==> config.mk <==
export PLATFORM = sky130hd
export DESIGN_NAME = mem_arbiter_flat
export DESIGN_NICKNAME = d
export VERILOG_FILES = /design/src/rtl/mem_arbiter_pkg.sv /design/src/rtl/mem_arbiter_if.sv /design/src/rtl/mem_arbiter_timer.sv /design/src/rtl/mem_arbiter.sv /design/src/flat_wrapper.sv
export SDC_FILE = /design/constraint.sdc
export NUM_CORES = 1
export LEC_CHECK = 0
export ABC_AREA = 1
export CAP_MARGIN = 20
export CORE_AREA = 2 2 104 106
export DETAILED_ROUTE_END_ITERATION = 7
export DIE_AREA = 0 0 106 108
export PLACE_DENSITY_LB_ADDON = 0.2
export SYNTH_ARGS = -nofsm -noshare
export SYNTH_HDL_FRONTEND = slang
export SYNTH_SLANG_ARGS = --single-unit
==> constraint.sdc <==
create_clock -name CLK -period 5.5 [get_ports CLK]
set_clock_uncertainty 0.1 [all_clocks]
set_input_delay 1.1 -clock CLK [delete_from_list [all_inputs] [get_ports CLK]]
set_output_delay 1.1 -clock CLK [all_outputs]
set_load 0.01 [all_outputs]
==> src/rtl/mem_arbiter_pkg.sv <==
// Shared CPU/memory types for the memory arbiter: word, RAM status and arbiter FSM state.
package cpu_types_pkg;
  localparam int WORD_W  = 32;
  localparam int TIMER_W = 8;

  typedef logic [WORD_W-1:0] word_t;

  typedef enum logic [1:0] {
    FREE   = 2'b00,
    BUSY   = 2'b01,
    ACCESS = 2'b10,
    ERROR  = 2'b11
  } ramstate_t;

  typedef enum logic [1:0] {
    IDLE = 2'b00,
    DREQ = 2'b01,
    IREQ = 2'b10,
    ERR  = 2'b11
  } arb_state_t;
endpackage

==> src/rtl/mem_arbiter_if.sv <==
// Bus bundle between CPU fetch/data ports, the arbiter and the RAM.
// ARB_PERF_CNT_EN adds the icount/dcount transfer counters to the bundle.
interface mem_arbiter_if;
  import cpu_types_pkg::*;

  logic      iREN;
  word_t     iaddr;
  word_t     iload;
  logic      iwait;
  logic      dREN;
  logic      dWEN;
  word_t     daddr;
  word_t     dstore;
  word_t     dload;
  logic      dwait;
  logic      ramREN;
  logic      ramWEN;
  word_t     ramaddr;
  word_t     ramstore;
  word_t     ramload;
  ramstate_t ramstate;
  logic      err;
`ifdef ARB_PERF_CNT_EN
  word_t     icount;
  word_t     dcount;
`endif

  // master: the arbiter's view; slave: the CPU/RAM environment's view
  modport master (
    input  iREN, iaddr, dREN, dWEN, daddr, dstore, ramload, ramstate,
    output iload, iwait, dload, dwait, ramREN, ramWEN, ramaddr, ramstore, err
`ifdef ARB_PERF_CNT_EN
    , output icount, dcount
`endif
  );

  modport slave (
    output iREN, iaddr, dREN, dWEN, daddr, dstore, ramload, ramstate,
    input  iload, iwait, dload, dwait, ramREN, ramWEN, ramaddr, ramstore, err
`ifdef ARB_PERF_CNT_EN
    , input icount, dcount
`endif
  );
endinterface

==> src/rtl/mem_arbiter_timer.sv <==
// Wait-cycle counter for the arbiter: counts enabled cycles, flags the last one before TIMEOUT.
module arb_timer
  import cpu_types_pkg::*;
#(
  parameter int TIMEOUT = 15
) (
  input  logic clk,
  input  logic rst,
  input  logic clear,
  input  logic enable,
  output logic expired
);
  logic [TIMER_W-1:0] count_q, count_d;

  always_comb begin
    count_d = count_q;
    if (clear)       count_d = '0;
    else if (enable) count_d = count_q + 1'b1;
  end

  // Fires during the cycle whose increment would bring the count to TIMEOUT
  assign expired = enable && (count_q == TIMER_W'(TIMEOUT - 1));

  always_ff @(posedge clk or posedge rst) begin
    if (rst) count_q <= '0;
    else     count_q <= count_d;
  end
endmodule

==> src/rtl/mem_arbiter.sv <==
// Two-port (fetch/data) to single-RAM arbiter, data has priority, with abort on RAM error or timeout.
// ARB_PERF_CNT_EN adds icount/dcount completed-transfer counters.
module mem_arbiter
  import cpu_types_pkg::*;
#(
  parameter int TIMEOUT = 15
) (
  input logic           CLK,
  input logic           RST,
  mem_arbiter_if.master bus
);
  arb_state_t state_q, state_d;
  logic       err_q;
  logic       d_req, i_req, owner_req, access, ram_err;
  logic       i_done, d_done, tmr_clr, tmr_en, expired;

  always_comb begin
    d_req     = bus.dREN | bus.dWEN;
    i_req     = bus.iREN;
    access    = (bus.ramstate == ACCESS);
    ram_err   = (bus.ramstate == ERROR);
    owner_req = ((state_q == DREQ) && d_req) || ((state_q == IREQ) && i_req);
    d_done    = (state_q == DREQ) && d_req && access;
    i_done    = (state_q == IREQ) && i_req && access;
    tmr_en    = owner_req && !access && !ram_err;

    state_d = state_q;
    case (state_q)
      IDLE: begin
        if (d_req)      state_d = DREQ;
        else if (i_req) state_d = IREQ;
      end
      DREQ, IREQ: begin
        if (!owner_req || access)  state_d = IDLE;
        else if (ram_err || expired) state_d = ERR;
      end
      ERR:     state_d = IDLE;
      default: state_d = IDLE;
    endcase

    tmr_clr = (state_d != state_q);
  end

  arb_timer #(.TIMEOUT(TIMEOUT)) u_timer (
    .clk     (CLK),
    .rst     (RST),
    .clear   (tmr_clr),
    .enable  (tmr_en),
    .expired (expired)
  );

  always_ff @(posedge CLK or posedge RST) begin
    if (RST) begin
      state_q <= IDLE;
      err_q   <= 1'b0;
    end else begin
      state_q <= state_d;
      err_q   <= (state_d == ERR);
    end
  end

  // RAM is driven only by the current owner; a dropped request gates the enables itself
  always_comb begin
    bus.ramREN   = 1'b0;
    bus.ramWEN   = 1'b0;
    bus.ramaddr  = '0;
    bus.ramstore = '0;
    case (state_q)
      DREQ: begin
        bus.ramWEN   = bus.dWEN;
        bus.ramREN   = bus.dREN & ~bus.dWEN;
        bus.ramaddr  = bus.daddr;
        bus.ramstore = bus.dstore;
      end
      IREQ: begin
        bus.ramREN  = bus.iREN;
        bus.ramaddr = bus.iaddr;
      end
      default: ;
    endcase
  end

  assign bus.iwait = ~i_done;
  assign bus.dwait = ~d_done;
  assign bus.iload = i_done ? bus.ramload : '0;
  assign bus.dload = d_done ? bus.ramload : '0;
  assign bus.err   = err_q;

`ifdef ARB_PERF_CNT_EN
  word_t icount_q, dcount_q;

  always_ff @(posedge CLK or posedge RST) begin
    if (RST) begin
      icount_q <= '0;
      dcount_q <= '0;
    end else begin
      if (i_done) icount_q <= icount_q + 1'b1;
      if (d_done) dcount_q <= dcount_q + 1'b1;
    end
  end

  assign bus.icount = icount_q;
  assign bus.dcount = dcount_q;
`endif
endmodule

==> src/flat_wrapper.sv <==
// flat-port wrapper written by rule: the top's interface ports become plain ports
module mem_arbiter_flat import cpu_types_pkg::*;
#(
  parameter int TIMEOUT = 15
)
  (CLK, RST, bus_iREN, bus_iaddr, bus_dREN, bus_dWEN, bus_daddr, bus_dstore, bus_ramload, bus_ramstate, bus_iload, bus_iwait, bus_dload, bus_dwait, bus_ramREN, bus_ramWEN, bus_ramaddr, bus_ramstore, bus_err);
  mem_arbiter_if bus_i ();
  input logic CLK;
  input logic RST;
  input wire logic [$bits(bus_i.iREN)-1:0] bus_iREN;
  input wire logic [$bits(bus_i.iaddr)-1:0] bus_iaddr;
  input wire logic [$bits(bus_i.dREN)-1:0] bus_dREN;
  input wire logic [$bits(bus_i.dWEN)-1:0] bus_dWEN;
  input wire logic [$bits(bus_i.daddr)-1:0] bus_daddr;
  input wire logic [$bits(bus_i.dstore)-1:0] bus_dstore;
  input wire logic [$bits(bus_i.ramload)-1:0] bus_ramload;
  input wire logic [$bits(bus_i.ramstate)-1:0] bus_ramstate;
  output wire logic [$bits(bus_i.iload)-1:0] bus_iload;
  output wire logic [$bits(bus_i.iwait)-1:0] bus_iwait;
  output wire logic [$bits(bus_i.dload)-1:0] bus_dload;
  output wire logic [$bits(bus_i.dwait)-1:0] bus_dwait;
  output wire logic [$bits(bus_i.ramREN)-1:0] bus_ramREN;
  output wire logic [$bits(bus_i.ramWEN)-1:0] bus_ramWEN;
  output wire logic [$bits(bus_i.ramaddr)-1:0] bus_ramaddr;
  output wire logic [$bits(bus_i.ramstore)-1:0] bus_ramstore;
  output wire logic [$bits(bus_i.err)-1:0] bus_err;
  assign bus_i.iREN = bus_iREN;
  assign bus_i.iaddr = bus_iaddr;
  assign bus_i.dREN = bus_dREN;
  assign bus_i.dWEN = bus_dWEN;
  assign bus_i.daddr = bus_daddr;
  assign bus_i.dstore = bus_dstore;
  assign bus_i.ramload = bus_ramload;
  assign bus_i.ramstate = bus_ramstate;
  assign bus_iload = bus_i.iload;
  assign bus_iwait = bus_i.iwait;
  assign bus_dload = bus_i.dload;
  assign bus_dwait = bus_i.dwait;
  assign bus_ramREN = bus_i.ramREN;
  assign bus_ramWEN = bus_i.ramWEN;
  assign bus_ramaddr = bus_i.ramaddr;
  assign bus_ramstore = bus_i.ramstore;
  assign bus_err = bus_i.err;
  mem_arbiter #(.TIMEOUT(TIMEOUT)) u_core (.CLK(CLK), .RST(RST), .bus(bus_i));
endmodule
; Word-level counts from Yosys, hierarchy flattened
; Index checks and enable logic that the tools add are counted.
[classes]
n_bitwise = 5
n_eq_ne = 8
n_addsub = 1
n_reduce_logical = 16
n_mux = 13
[ops]
columns = cell, n
row1 = two-way mux 32 bit, 3
row2 = one-hot mux 32 bit (2 select lines), 1
row3 = two-way mux 8 bit, 2
row4 = "== test 2 bit, second input constant", 5
row5 = "adder 8 x 1 -> 8 bit, second input constant", 1
row6 = "== test 8 x 4 -> 1 bit, second input constant", 1
row7 = two-way mux 2 bit, 4
row8 = logical AND 1 bit, 7
row9 = one-hot mux 2 bit (3 select lines), 1
row10 = logical NOT 1 bit, 3
row11 = logical OR 1 bit, 3
row12 = inverter 1 bit, 3
row13 = "== test 2 x 1 -> 1 bit, second input constant", 1
row14 = logical NOT 2 bit, 1
row15 = inequality test 2 bit, 1
row16 = one-hot mux 1 bit (2 select lines), 1
row17 = nonzero test 2 bit, 1
row18 = OR reduction 2 bit, 1
row19 = AND 1 bit, 1
row20 = two-way mux 1 bit, 1
row21 = bitwise OR 1 bit, 1
[totals]
output_inout_bits = 133
register_bits = 11
inputBits = 135

; Depth between registers and ports, before layout
; Gate-level depths: netlist (run 1).
[depth]
ltp_word = 12
mapped_depth = 14
ltp_nobuf = 13

; By module
; Synthesis (run 1) repeated with hierarchy kept, for this count alone.
[unflattened]
hier_cells = 389
area_unflattened_um2 = 1879.3
[modules_own_cells]
columns = mod, cells_each, area_per_inst_um2, n_inst, seq_area_each_um2
row1 = mem_arbiter, 326, 1392.6, 1, 75.1
row2 = arb_timer, 63, 486.7, 1, 200.2

; Least setup slack after synthesis (run 1)
; OpenSTA, ideal clock, no wires.
[synth_path]
kind = in2out
start = in bus_ramstate[1]
end = out bus_dload[22]
arrival_time_ns = 1.926
required_time_ns = 4.300
path_slack_ns = 2.374
n_path_buf = 1
path_stages = 6
path_cell_list = inv_1 > or2_1 > inv_1 > nand3_1 > buf_2 > nor2_1
[synth_via]
elab_chain_cells = 3
[synth_rtl]
columns = item, line_no
row1 = from (decl), flat_wrapper.sv:17  ; input wire logic [$bits(bus_i.ramstate)-1:0] bus_ramstate;
row2 = == test 2 bit, mem_arbiter.sv:20  ; access = (bus.ramstate == ACCESS);
row3 = logical AND 1 bit, mem_arbiter.sv:23  ; d_done = (state_q == DREQ) && d_req && access;
row4 = two-way mux 32 bit, mem_arbiter.sv:86  ; assign bus.dload = d_done ? bus.ramload : '0;
row5 = to (decl), flat_wrapper.sv:20  ; output wire logic [$bits(bus_i.dload)-1:0] bus_dload;
; No other way between the ends.

; Final worst setup path (run 1)
[layout_path]
start = in bus_ramstate[1]
end = out bus_dload[19]
; The elaborated chain is that of the path after synthesis.

==> results of run 1 <==
## metal layers
metal	up-vias	wire length (um)	global-route usage
li1	1584	-	-
met1	1354	3830	0.181
met2	168	5340	0.321
met3	4	927	0.0452
met4	2	21	0.0235
met5	-	13	0
## state kept, by name, indices dropped and copies added (netlist names)
name and cells:
u_core.bus.err 1, u_core.state_q 2, u_core.u_timer.count_q 8
## cell usage in the layout (no fill, tap or decap), drive strengths merged
master         count
clkbuf             4
or2                2
nand3             11
dfrtp             11
o21ai              3
nand2            115
clkdlybuf4s50    267
xor2               7
a21oi             33
nor2              82
nand4              3
inv               78
ha                 5
nand3b             1
buf                5
## report_power, final
part / switching (mW) / internal (mW) / leakage, nW
logic: 0.497 / 0.480 / 1.98
registers: 0.00841 / 0.0908 / 0.151
clock network: 0.0304 / 0.0509 / 0.0228
total: 0.536 / 0.622 / 2.16
## path summary, 6_finish.rpt
kind | to | startpoint | depth (start not counted) | slack [ns]
max | bus_dload[19] | bus_ramstate[1] | 8 | 1.24
min | u_core.u_timer.count_q[7] | u_core.u_timer.count_q[7] | 2 | 0.47
max reg2reg | u_core.u_timer.count_q[6] | u_core.state_q[1] | 11 | 2.92
min reg2reg | u_core.u_timer.count_q[7] | u_core.u_timer.count_q[7] | 2 | 0.47
max in group asynchronous | u_core.u_timer.count_q[1] | RST | 2 | 3.93
min in group asynchronous | u_core.u_timer.count_q[7] | RST | 2 | 1.07
## cell families after synthesis
family,after synthesis,synth area share
compound gates,36,0.0966
buf+inv,98,0.204
flops,11,0.148
fa+ha+maj,5,0.0335
simple gates,214,0.486
xor+xnor,7,0.0329
## worst max-delay path: cells and delay by family
| kind | cells | cell delay, ns |
|---|---|---|
| AND/OR/NAND/NOR | 3 | 0.45 |
| buffers and inverters | 5 | 1.51 |
## cell type report
class                      count  area share
timing repair buffer         272       0.577
multi-input combinational    262       0.257
tap                          136      0.0361
sequential                    11      0.0583
clock buffer                   4     0.00955
inverter                      78      0.0621
## stage by stage
step / worst slack (ns) / std cells / hold slack [ns] / instance area, sq um
2_1_floorplan: 2.37 / 371 / 0.431 / 1870
3_3_place_gp: 1.25 / 758 / 0.451 / 4650
3_5_place_dp: 1.23 / 758 / 0.450 / 4650
4_1_cts: 1.23 / 762 / 0.469 / 4700
5_1_grt: 1.11 / 763 / 0.504 / 4720
6_report: 1.24 / 763 / 0.466 / 4720
==> flow_summary.json, run 1 <==
{
  "endpoint_kind": "output port",
  "outcome": "completed",
  "power.total_mw": 1.16,
  "ys_seq_area_frac": 0.148,
  "coreArea_sq_um": 10200,
  "start_kind": "primary input",
  "cts_setup_buffers": 0,
  "clkTransAtPathRegs_ns": 0.05,
  "port_buffers": 267,
  "gp_congestion": 0.824,
  "antenna_found_initial": 1,
  "vias": 3112,
  "cts_hold_buf": 0,
  "ys_types": 23,
  "tritoncts": "yes",
  "die_area_sq_um": 11400,
  "setup_viol": 0,
  "htree_num_levels": 1,
  "synth_common_cells": "107 x nand2_1, 75 x inv_1, 71 x nor2_1",
  "synth.most_common_cell": "nand2_1",
  "pin_count": 268,
  "tightest_slew_ns": 0.874,
  "fin_tns_setup_ns": 0,
  "leakage_nw": 2.16,
  "powerDensity_nw_per_um2": 245,
  "die_y_um": 108,
  "dp_hpwl_mm": 8.58,
  "fin_crit_sh": 0.775,
  "ant_nets": 0,
  "grt_max_degree": 47,
  "ir_drop_mv": 0.151,
  "postSynthCellCount": 371,
  "drt-total-wl_mm": 10.1,
  "syn_area_per_cell_sq_um": 5.03,
  "first_pass_iters": 4,
  "post_drt_wl_per_cell_um": 13.3,
  "drv_slew": 0,
  "path_max_fanout": 33,
  "async_flop_share": 1.00,
  "fin_util": 0.461,
  "cts.path.max_buffers": 2,
  "maxCapViolations": 0,
  "grt_pass1_wl_mm": 15.0,
  "cts_resized": 0,
  "synthFlopType": "dfrtp_1",
  "diodes": 0,
  "multi_input_area_sq_um": 1210,
  "arrival_ns": 3.06,
  "drt_iter0_drc": 188,
  "rows": 37,
  "synth_seq_cells": 11,
  "crit_chain": "clkdlybuf4s50_1 > inv_1 > or2_1 > inv_1 > nand3_1 > buf_4 > nor2_1 > clkdlybuf4s50_1",
  "cpPeakStageDelay_ns": 0.55,
  "initial_core_util": 0.182,
  "rsz0062_at_grt": "false",
  "slowest_stage": "clkdlybuf4s50_1",
  "syn_area_sq_um": 1870,
  "die_x_um": 106,
  "cts.sinks": 11,
  "cts_inserted_buffers": 3,
  "critPathRequiredTime_ns": 4.30,
  "hold_viol": 0,
  "critical_path_class": "in -> out",
  "synth_edf_count": 0,
  "synth.top_cell.area_share": 0.215,
  "layout.nets": 768,
  "drive_above_1_share": 0.0510,
  "synth_area_leaders": "nand2_1 22%, inv_1 15%, dfrtp_1 15%",
  "clock_latency_ns": 0.24,
  "grt_use_total": 0.164,
  "yosysWarnings": 0,
  "cts-root-buf": "clkbuf_8",
  "holdCritPathClass": "reg -> reg",
  "syn_to_final_growth_pct": 153,
  "fillCellCount": 1053,
  "period_minus_slack_ns": 4.26,
  "syn-num-nets": 511,
  "fmax_ghz": 0.235,
  "drcViolationCount": 0,
  "seq_area_sq_um": 275,
  "via_per_inst": 4.08,
  "grt_pass1_vias": 2923,
  "yosysTopAreaCell": "nand2_1",
  "slew_headroom": 0.417,
  "overflow": 0
}
Note: power is estimated with default switching activity, not from simulation.
==> inputs of run 2 (changes only) <==
--- a/config.mk
+++ b/config.mk
@@ -7,9 +7,9 @@
 export LEC_CHECK = 0
 export ABC_AREA = 1
 export CAP_MARGIN = 20
-export CORE_AREA = 2 2 104 106
+export CORE_AREA = 2 2 103 105
 export DETAILED_ROUTE_END_ITERATION = 7
-export DIE_AREA = 0 0 106 108
+export DIE_AREA = 0 0 105 107
 export PLACE_DENSITY_LB_ADDON = 0.2
 export SYNTH_ARGS = -nofsm -noshare
 export SYNTH_HDL_FRONTEND = slang
==> constraint.sdc (replaced) <==
create_clock -name CLK -period 4.3 [get_ports CLK]
set_clock_uncertainty 0.1 [all_clocks]
set_input_delay 0.86 -clock CLK [delete_from_list [all_inputs] [get_ports CLK]]
set_output_delay 0.86 -clock CLK [all_outputs]
set_load 0.01 [all_outputs]
==> flow_summary.json, run 2 (synthesis results as in run 1) <==
{
  "outcome": "completed",
  "ant_nets": 0,
  "stdcell_area_sq_um": 4730,
  "cpPeakStageDelay_ns": 0.58,
  "slew_headroom": 0.563,
  "port_buffers": 267,
  "cts_hold_buf": 0,
  "mostFrequentLayoutCell": "clkdlybuf4s50_1",
  "layout.nets": 768,
  "leakage_nw": 2.16,
  "worstRegToRegCells": 11,
  "pin_count": 268,
  "slowest_stage": "clkdlybuf4s50_1",
  "arrival_ns": 2.83,
  "overflow": 0,
  "vias": 3058,
  "post_drt_wl_per_cell_um": 12.5,
  "layout.cells.non_filler": 763,
  "period_minus_slack_ns": 3.79,
  "maxCapViolations": 0,
  "r2r_end": "u_core.u_timer.count_q[6]",
  "critPathRequiredTime_ns": 3.34,
  "top_register": "u_core.u_timer.count_q",
  "gp_congestion": 0.848,
  "hold_slack_ns": 0.472,
  "drcViolationCount": 0,
  "reg2reg_from": "u_core.state_q[1]",
  "final_cell_mix": "267 x clkdlybuf4s50_1, 107 x nand2_1, 75 x inv_1",
  "cts_resized": 0,
  "largest_reg_flops": 8,
  "antenna_found_initial": 0,
  "maxUsedRoutingLayer": "met4",
  "drt-total-wl_mm": 9.50,
  "holdCritPathClass": "reg -> reg",
  "fin_crit_sh": 0.881,
  "die_x_um": 105,
  "power.total_mw": 1.48,
  "first_pass_iters": 4,
  "layout_setup_ws_ns": 0.513,
  "cts.sinks": 11,
  "fin_util": 0.469,
  "endpoint_kind": "output port",
  "htree_num_levels": 1,
  "grt_pass1_wl_mm": 14.2,
  "dp_cells": 758,
  "fin_tns_setup_ns": 0,
  "via_per_inst": 4.01,
  "tightest_slew_ns": 0.655,
  "critical_path_class": "in -> out",
  "cts.path.max_buffers": 2,
  "syn_to_final_growth_pct": 154,
  "grt_pass1_vias": 2979,
  "grt_max_degree": 38,
  "drive_above_1_share": 0.0510,
  "start_kind": "primary input",
  "die_y_um": 107,
  "diodes": 0,
  "tritoncts": "yes",
  "dp_hpwl_mm": 8.08,
  "wl_met2_mm": 5.10,
  "clock_latency_ns": 0.24,
  "cts_inserted_buffers": 3,
  "die_area_sq_um": 11200,
  "wl_met1_mm": 3.33,
  "reg2reg_slack_ns": 1.84,
  "powerDensity_nw_per_um2": 314,
  "path_max_fanout": 33,
  "cts-root-buf": "clkbuf_8",
  "place_ws_ns": 0.490,
  "coreArea_sq_um": 10100,
  "fmax_ghz": 0.264,
  "crit_chain": "clkdlybuf4s50_1 > inv_1 > or2_1 > inv_1 > nand3_1 > buf_4 > nor2_1 > clkdlybuf4s50_1",
  "clkTransAtPathRegs_ns": 0.05,
  "ir_drop_mv": 0.180,
  "cts_setup_buffers": 0,
  "hold_viol": 0,
  "dr_wl_met3_um": 918,
  "drv_slew": 0,
  "drt_iter0_drc": 128,
  "placed_cell_area_sq_um": 4670,
  "grt_use_total": 0.154,
  "initial_core_util": 0.185,
  "crit_end": "bus_dload[4]",
  "rsz0062_at_grt": "false",
  "crit_path_start": "bus_ramstate[1]",
  "rows": 37,
  "setup_viol": 0
}
-- run 2: cell counts in the layout (fill, tap and decap cells not counted) --
Identical to the previous run, type by type.
-- run 2: cell type report --
| type | instances | area [sq um] |
|---|---|---|
| inverter | 78 | 293 |
| clock buffer | 4 | 45.0 |
| tap | 136 | 170 |
| sequential | 11 | 275 |
| multi-input combinational | 262 | 1210 |
| timing repair buffer | 272 | 2740 |
| fill | 1024 | 5360 |
-- run 2: power by group --
| group | total [mW] | internal [mW] | leakage (nW) | switching [mW] |
|---|---|---|---|---|
| logic | 1.25 | 0.625 | 1.99 | 0.627 |
| registers | 0.128 | 0.116 | 0.151 | 0.0120 |
| clock network | 0.103 | 0.0650 | 0.0228 | 0.0381 |
-- run 2: how the worst min path moves through the flow --
stage	startpoint	end	slack, ns	cells past startpoint
after floorplan	u_core.u_timer.count_q[7]	u_core.u_timer.count_q[7]	0.43	2
after global placement	u_core.u_timer.count_q[7]	u_core.u_timer.count_q[7]	0.45	2
after detailed placement	u_core.u_timer.count_q[7]	u_core.u_timer.count_q[7]	0.46	2
after CTS	u_core.u_timer.count_q[7]	u_core.u_timer.count_q[7]	0.48	2
after global routing	u_core.u_timer.count_q[7]	u_core.u_timer.count_q[7]	0.52	2
final	u_core.u_timer.count_q[7]	u_core.u_timer.count_q[7]	0.47	2
-- run 2: routing by layer --
metal | global-route usage | vias to the layer above
met1 | 0.151 | 1293
met2 | 0.314 | 167
li1 | - | 1585
met5 | 0 | -
met3 | 0.0450 | 13
met4 | 0.0371 | 0
-- run 2: worst max-delay path, delay by kind of cell --
| family | cells | cell delay [ns] |
|---|---|---|
| buffers and inverters | 5 | 1.54 |
| AND/OR/NAND/NOR | 3 | 0.42 |
==> inputs of run 3 (changes only) <==
--- a/config.mk
+++ b/config.mk
@@ -10,7 +10,7 @@
 export CORE_AREA = 2 2 103 105
 export DETAILED_ROUTE_END_ITERATION = 7
 export DIE_AREA = 0 0 105 107
-export PLACE_DENSITY_LB_ADDON = 0.2
+export PLACE_DENSITY = 0.72
 export SYNTH_ARGS = -nofsm -noshare
 export SYNTH_HDL_FRONTEND = slang
 export SYNTH_SLANG_ARGS = --single-unit
==> flow_summary.json, run 3 (synthesis results as in run 1) <==
{
  "cts-root-buf": "clkbuf_8",
  "fillCellCount": 1027,
  "tritoncts": "yes",
  "fin_crit_sh": 0.888,
  "layout.nets": 768,
  "clkTransAtPathRegs_ns": 0.05,
  "cts_resized": 0,
  "fin_util": 0.468,
  "drv_slew": 0,
  "die_y_um": 107,
  "vias": 3198,
  "clock_latency_ns": 0.24,
  "stdcell_area_sq_um": 4720,
  "grt_use_total": 0.159,
  "syn_to_final_growth_pct": 153,
  "largest_reg_flops": 8,
  "cts.sinks": 11,
  "placed_cell_area_sq_um": 4670,
  "holdCritPathClass": "reg -> reg",
  "port_buffers": 267,
  "drive_above_1_share": 0.0510,
  "drcViolationCount": 0,
  "critPathRequiredTime_ns": 3.34,
  "slew_headroom": 0.661,
  "mostFrequentLayoutCell": "clkdlybuf4s50_1",
  "maxCapViolations": 0,
  "endpoint_kind": "output port",
  "period_minus_slack_ns": 3.82,
  "via_per_inst": 4.19,
  "grt_pass1_vias": 3101,
  "seq_area_sq_um": 275,
  "multi_input_area_sq_um": 1210,
  "overflow": 0,
  "ir_drop_mv": 0.175,
  "top_register": "u_core.u_timer.count_q",
  "cts_setup_buffers": 0,
  "gp_congestion": 0.842,
  "drt-total-wl_mm": 9.85,
  "dp_hpwl_mm": 8.30,
  "start_kind": "primary input",
  "post_drt_wl_per_cell_um": 12.9,
  "cts.path.max_buffers": 2,
  "die_area_sq_um": 11200,
  "initial_core_util": 0.185,
  "htree_num_levels": 1,
  "antenna_found_initial": 0,
  "die_x_um": 105,
  "leakage_nw": 2.16,
  "final_cell_mix": "267 x clkdlybuf4s50_1, 107 x nand2_1, 75 x inv_1",
  "first_pass_iters": 4,
  "rows": 37,
  "powerDensity_nw_per_um2": 316,
  "cts_hold_buf": 0,
  "critical_path_class": "in -> out",
  "diodes": 0,
  "grt_max_degree": 47,
  "cts_inserted_buffers": 3,
  "path_max_fanout": 33,
  "tightest_slew_ns": 0.508,
  "ant_nets": 0,
  "arrival_ns": 2.86,
  "fmax_ghz": 0.262,
  "outcome": "completed",
  "rsz0062_at_grt": "false",
  "coreArea_sq_um": 10100,
  "hold_viol": 0,
  "fin_tns_setup_ns": 0,
  "grt_pass1_wl_mm": 14.6,
  "drt_iter0_drc": 252,
  "setup_viol": 0,
  "pin_count": 268
}
==> run 3: power by group <==
group	switching [mW]	internal [mW]	leakage [nW]
Combinational	0.651	0.608	1.98
Clock	0.0379	0.0650	0.0228
Sequential	0.0111	0.116	0.151
Total	0.700	0.789	2.16
==> run 3: critical path: stages <==
cell             delay, ns
clkdlybuf4s50_1       0.54
inv_1                 0.07
or2_1                 0.24
inv_1                 0.08
nand3_1               0.06
buf_4                 0.24
nor2_1                0.19
clkdlybuf4s50_1       0.57
==> run 3: worst paths after layout <==
path | from | end | slack (ns) | depth (start not counted)
max | bus_ramstate[1] | bus_iload[13] | 0.48 | 8
min | u_core.u_timer.count_q[7] | u_core.u_timer.count_q[7] | 0.47 | 2
max reg2reg | u_core.state_q[0] | u_core.u_timer.count_q[6] | 2.01 | 12
min reg2reg | u_core.u_timer.count_q[7] | u_core.u_timer.count_q[7] | 0.47 | 2
max in group asynchronous | RST | u_core.u_timer.count_q[3] | 3.01 | 2
min in group asynchronous | RST | u_core.u_timer.count_q[0] | 0.81 | 2
==> run 3: area by class of cell <==
type                    count  area share
clock buffers               4     0.00955
inverters                  78      0.0621
multi-input cells         262       0.257
flip-flops and latches     11      0.0583
well taps                 136      0.0361
repair buffers            272       0.577
==> run 3: layer usage <==
| layer | wire [um] | vias up | part of all wire | track usage |
|---|---|---|---|---|
| met3 | 854 | 18 | 0.087 | 0.0328 |
| met2 | 5070 | 191 | 0.51 | 0.310 |
| met4 | 324 | 0 | 0.033 | 0.0600 |
| li1 | - | 1585 | - | - |
| met1 | 3600 | 1404 | 0.37 | 0.167 |
| met5 | 0 | - | 0 | 0 |
==> run 3: per-stage QoR <==
stage | hold slack, ns | power [mW] | std cells | worst slack [ns]
CTS | 0.482 | 1.51 | 763 | 0.474
global placement | 0.449 | 1.39 | 759 | 0.488
global route | 0.498 | 1.61 | 763 | 0.395
finish | 0.473 | 1.49 | 763 | 0.483
detailed placement | 0.468 | 1.40 | 759 | 0.474
floorplan | 0.431 | 0.709 | 371 | 1.65
